--- src/rtl/bp_me_lce_req_arbiter.sv ---
// rtl/bp_me_lce_req_arbiter.sv - round-robin LCE request arbiter with burst lock (optional BP_ME_LCE_REQ_ARB_WATCHDOG_EN)
module bp_me_lce_req_arbiter #(
    parameter int num_req_p         = 2,
    parameter int header_width_p    = 128,
    parameter int data_width_p      = 64,
    parameter int watchdog_cycles_p = 1024,
    localparam int lg_num_req_lp    = (num_req_p <= 1) ? 1 : $clog2(num_req_p)
) (
    input  logic                                clk_i,
    input  logic                                reset_i,
    input  logic [num_req_p*header_width_p-1:0] req_header_i,
    input  logic [num_req_p*data_width_p-1:0]   req_data_i,
    input  logic [num_req_p-1:0]                req_v_i,
    input  logic [num_req_p-1:0]                req_last_i,
    output logic [num_req_p-1:0]                req_ready_and_o,
    output logic [header_width_p-1:0]           out_header_o,
    output logic [data_width_p-1:0]             out_data_o,
    output logic                                out_last_o,
    output logic                                out_v_o,
    input  logic                                out_ready_and_i,
    output logic [lg_num_req_lp-1:0]            grant_id_o
);

    typedef enum logic {
        e_idle   = 1'b0,
        e_locked = 1'b1
    } state_e;

    state_e                   state_r, state_n;
    logic [lg_num_req_lp-1:0] rr_ptr_r, rr_ptr_n;
    logic [lg_num_req_lp-1:0] lock_id_r, lock_id_n;

    logic [lg_num_req_lp-1:0] grant_id;
    logic                     grant_any;
    logic                     sel_v;
    logic                     xfer;
    int                       scan_idx;

    // Grant selection: forced to the lock holder mid-burst, otherwise the first
    // valid requester after the last winner. Scanning from the far end and
    // overwriting leaves the nearest candidate as the winner.
    always_comb begin
        grant_id  = '0;
        grant_any = 1'b0;
        scan_idx  = 0;
        if (state_r == e_locked) begin
            grant_id  = lock_id_r;
            grant_any = 1'b1;
        end else begin
            for (int k = num_req_p; k >= 1; k--) begin
                scan_idx = (int'(rr_ptr_r) + k) % num_req_p;
                if (req_v_i[scan_idx]) begin
                    grant_id  = lg_num_req_lp'(scan_idx);
                    grant_any = 1'b1;
                end
            end
        end
    end

    // Output mux and handshake; reset blanks valid, readies and the grant index.
    always_comb begin
        out_header_o    = '0;
        out_data_o      = '0;
        out_last_o      = 1'b0;
        sel_v           = 1'b0;
        req_ready_and_o = '0;
        for (int i = 0; i < num_req_p; i++) begin
            if (grant_id == lg_num_req_lp'(i)) begin
                out_header_o       = req_header_i[i*header_width_p +: header_width_p];
                out_data_o         = req_data_i[i*data_width_p +: data_width_p];
                out_last_o         = req_last_i[i];
                sel_v              = req_v_i[i];
                req_ready_and_o[i] = grant_any & out_ready_and_i & ~reset_i;
            end
        end
        out_v_o    = grant_any & sel_v & ~reset_i;
        grant_id_o = reset_i ? '0 : grant_id;
    end

    assign xfer = out_v_o & out_ready_and_i;

    // Next-state: lock on a non-final beat, release and advance the pointer on the last beat.
    always_comb begin
        state_n   = state_r;
        rr_ptr_n  = rr_ptr_r;
        lock_id_n = lock_id_r;
        case (state_r)
            e_idle: begin
                if (xfer) begin
                    if (out_last_o) begin
                        rr_ptr_n = grant_id;
                    end else begin
                        state_n   = e_locked;
                        lock_id_n = grant_id;
                    end
                end
            end
            e_locked: begin
                if (xfer && out_last_o) begin
                    state_n  = e_idle;
                    rr_ptr_n = lock_id_r;
                end
            end
            default: state_n = e_idle;
        endcase
    end

    // State register; reset drops any partial burst and makes requester 0 win first.
    always_ff @(posedge clk_i) begin
        if (reset_i) begin
            state_r   <= e_idle;
            rr_ptr_r  <= lg_num_req_lp'(num_req_p - 1);
            lock_id_r <= '0;
        end else begin
            state_r   <= state_n;
            rr_ptr_r  <= rr_ptr_n;
            lock_id_r <= lock_id_n;
        end
    end

`ifdef BP_ME_LCE_REQ_ARB_WATCHDOG_EN
    if (num_req_p < 2 || num_req_p > 16) begin : g_bad_num_req
        $fatal(1, "bp_me_lce_req_arbiter: num_req_p=%0d outside 2..16", num_req_p);
    end

    logic [31:0] wd_cnt_r;

    // Stall watchdog: counts locked cycles without a beat, aborts when the limit is reached.
    always_ff @(posedge clk_i) begin
        if (reset_i || xfer) begin
            wd_cnt_r <= '0;
        end else if (state_r == e_locked) begin
            wd_cnt_r <= wd_cnt_r + 32'd1;
        end
        if (!reset_i && wd_cnt_r >= 32'(watchdog_cycles_p)) begin
            $fatal(1, "bp_me_lce_req_arbiter: lock on requester %0d stalled %0d cycles",
                   lock_id_r, wd_cnt_r);
        end
    end
`else
    logic [31:0] wd_limit_unused;
    assign wd_limit_unused = 32'(watchdog_cycles_p);
`endif

endmodule
--- config.mk ---
export PLATFORM = sky130hd
export DESIGN_NAME = bp_me_lce_req_arbiter
export DESIGN_NICKNAME = d
export VERILOG_FILES = /design/src/rtl/bp_me_lce_req_arbiter.sv
export SDC_FILE = /design/constraint.sdc
export NUM_CORES = 1
export LEC_CHECK = 0
export BUFFER_PORTS_ARGS = -buffer_cell sky130_fd_sc_hd__buf_2
export CAP_MARGIN = 15
export CORE_AREA = 3 3 228 230
export DETAILED_ROUTE_END_ITERATION = 7
export DIE_AREA = 0 0 231 233
export GPL_TIMING_DRIVEN = 1
export PLACE_DENSITY = 0.3
export SETUP_SLACK_MARGIN = 0.02
export SYNTH_ARGS = -nofsm -noshare
export SYNTH_HDL_FRONTEND = slang
export SYNTH_SLANG_ARGS = --single-unit
--- constraint.sdc ---
create_clock -name clk_i -period 1.8 [get_ports clk_i]
set_input_delay 0.45 -clock clk_i [delete_from_list [all_inputs] [get_ports clk_i]]
set_output_delay 0.45 -clock clk_i [all_outputs]
set_load 0.02 [all_outputs]
==> metrics.txt <==
status finished, violations left; violated checks negative setup slack; Cell Area, Synth between 2000 and 3000 µm²; relative slew slack about three quarters; CTS clk-pin slew, worst paths 30 ps; final setup violation count around 200; IO Port Bufs between 500 and 600; Die W ~230 µm; GRT Overall Usage 9.57%; Worst Max-Slew Pin Slew roughly 350 ps; final core occ about 19%; endpoint class of the critical path output port; Residual DRC 0; PnR worst setup slack -399 ps; Post-Syn Nets between 1000 and 1500; post-DP HPWL ~23 mm; GR Util met3 1.70%; H-tree levels 1; vias in the first global route between 6000 and 7000; Top FF cell, synth dfxtp_1; worst hold-check path type primary input to register; Pwr Density 434 nW/µm²; initial antenna violation count 5; Starting Density 5.46%; met2 GRT Util between 10% and 20%; register area share after synthesis about 2.2%; design area 9670 µm²; 1st-iter DRT viols 149; share of the clock period used by the worst path 122%; area grow syn2layout 254%; Worst Clk Skew 0.814 ps; Netlist cell types 23; crit path launch type register; nets@finish approximately 1700; Hold Fails Final Rpt 0; largest net degree at the start of global routing 29; R2R cell count 8; post-route ant nets 0; M1 GR Usage a little over a tenth; via count between 6000 and 7000; Hold WS ~530 ps; max_cap viols 0; total routed wirelength around 30 mm; post-synthesis cell count 648; clk root buf clkbuf_16; worst hold stages 3; Overall Power 0.00420 W; Routed wire per std cell 15.6 µm; vias per inst ~3.3; Max FO, Critical Path 8; hold path startpoint req_last_i[1]; Synth Warn # 0; Pre-antenna DRT Iters 4; Peak VDD IR between 0.2 and 0.25 mV; asr flop ratio synth 0%; Post-synth EDFFs 0; WP data arrival ~1800 ps; TritonCTS clock tree built; Die Height approximately 230 µm; Hold-fix buffers, CTS 0; io pins roughly 590; Die ar. between 50000 and 60000 µm²; RSZ-0062 raised after global routing yes; grt total ovfl 0; Leak Pwr roughly 5.3 nW; GP Congestion 0.843; Worst Hold End rr_ptr_r; Num CTS Buffers 3; clock buffer depth 2; Reg2Reg Capture Point rr_ptr_r; first-pass GRT wire length 38.5 mm; clk_lat worst skew 220 ps; register bit total from synthesis 3; Site Rows 82; global route hottest layer met2; minimum clock period between 2000 and 2500 ps; Core Area approximately 50000 µm²; Worst Path Required 1350 ps; maximum clock rate approximately 450 MHz; Avg Inst Size Synth approximately 4.2 µm²; share of cells above drive strength 1 between 70% and 80%; # diodes 0; Crit Path Class register to output port; placed cell area about 7200 µm²; Slew Viols, Final 0; Sink Count 3; setup slack, reg-to-reg ~40 ps
[worst max-delay path by stage]
stage                from                end  slack, ps  cells past startpoint
5_1_grt          register   out_header_o[53]       -460                      8
6_report         register  out_header_o[119]       -400                      8
4_1_cts          register  out_header_o[123]       -400                      8
3_5_place_dp   req_v_i[1]  out_header_o[126]       -470                      8
2_1_floorplan  req_v_i[1]     out_data_o[29]         20                      7
3_3_place_gp   req_v_i[1]  out_header_o[126]       -440                      8
[worst max-delay path: stages, from the launching register on]
cell and delay [ps]:
dfxtp_4 360, buf_6 130, a22o_4 320, buf_12 160, buf_16 150, nand2_1 90
buf_6 130, nand2_2 50, buf_6 130
[metal layers]
| metal | vias to the layer above | share of wire, % |
|---|---|---|
| met5 | - | 0.15 |
| met4 | 6 | 1.8 |
| met3 | 30 | 7.5 |
| met2 | 381 | 53 |
| met1 | 2867 | 38 |
| li1 | 3201 | - |
[cell usage after synthesis (2+ instances only)]
library cell    n  area [µm²]
clkbuf_1        3        11.3
nand2_1       578        2170
mux2i_1         2        20.0
buf_2          23         115
nor2_1          4        15.0
a21oi_1         2        10.0
nand3_1         2        10.0
buf_6          17         191
dfxtp_1         3        60.1
[where the power goes]
part	internal, W	leakage, nW	switching [W]
clock	0.000292	0.0382	0.0000563
sequential	0.0000706	0.0252	0.00000639
combinational	0.00182	5.26	0.00195
[metrics by stage]
stage / setup slack, ps / cells / TNS, ps
after global routing: -459 / 1951 / -76270
after CTS: -398 / 1942 / -65470
after floorplan: 24.7 / 648 / 0
final: -399 / 1951 / -63410
after detailed placement: -471 / 1921 / -58220
after global placement: -439 / 1921 / -57810
[logic make-up after synthesis]
logic type | Yosys count | share of synthesized area, %
muxes | 3 | 1.14
DFF | 3 | 2.20
and+or+nand+nor | 587 | 81.2
AOI/OAI and AO/OA | 10 | 3.39
buffers and inverters | 45 | 12.0
[final cells by class]
cell class	count	area (µm²)
fill	5705	40400
multi-input combinational	600	3440
sequential	3	63.8
clock buffer	4	78.8
inverter	1	3.75
timing repair buffer	671	5240
tap	672	841
[cell usage in the layout (no fill, tap or decap), types with 2 or more instances in the layout]
cell type  count
nand2_4       59
buf_12        27
buf_8         10
dfxtp_1        2
buf_6        158
buf_4         51
clkbuf_16      8
nand2_2      243
a21oi_1        2
nand2_1      276
nor2_4         3
buf_16         7
buf_2        412
nand3_1        2
mux2i_1        2
[what timing repair did]
action	CTS	global route
endpoints found under the setup margin	197	197
hold endpoints to repair	0	0
resized for setup	295	292
gates cloned	8	7
setup buffers	9	4
pin swaps	55	86
Note: power is estimated with default switching activity, not from simulation.
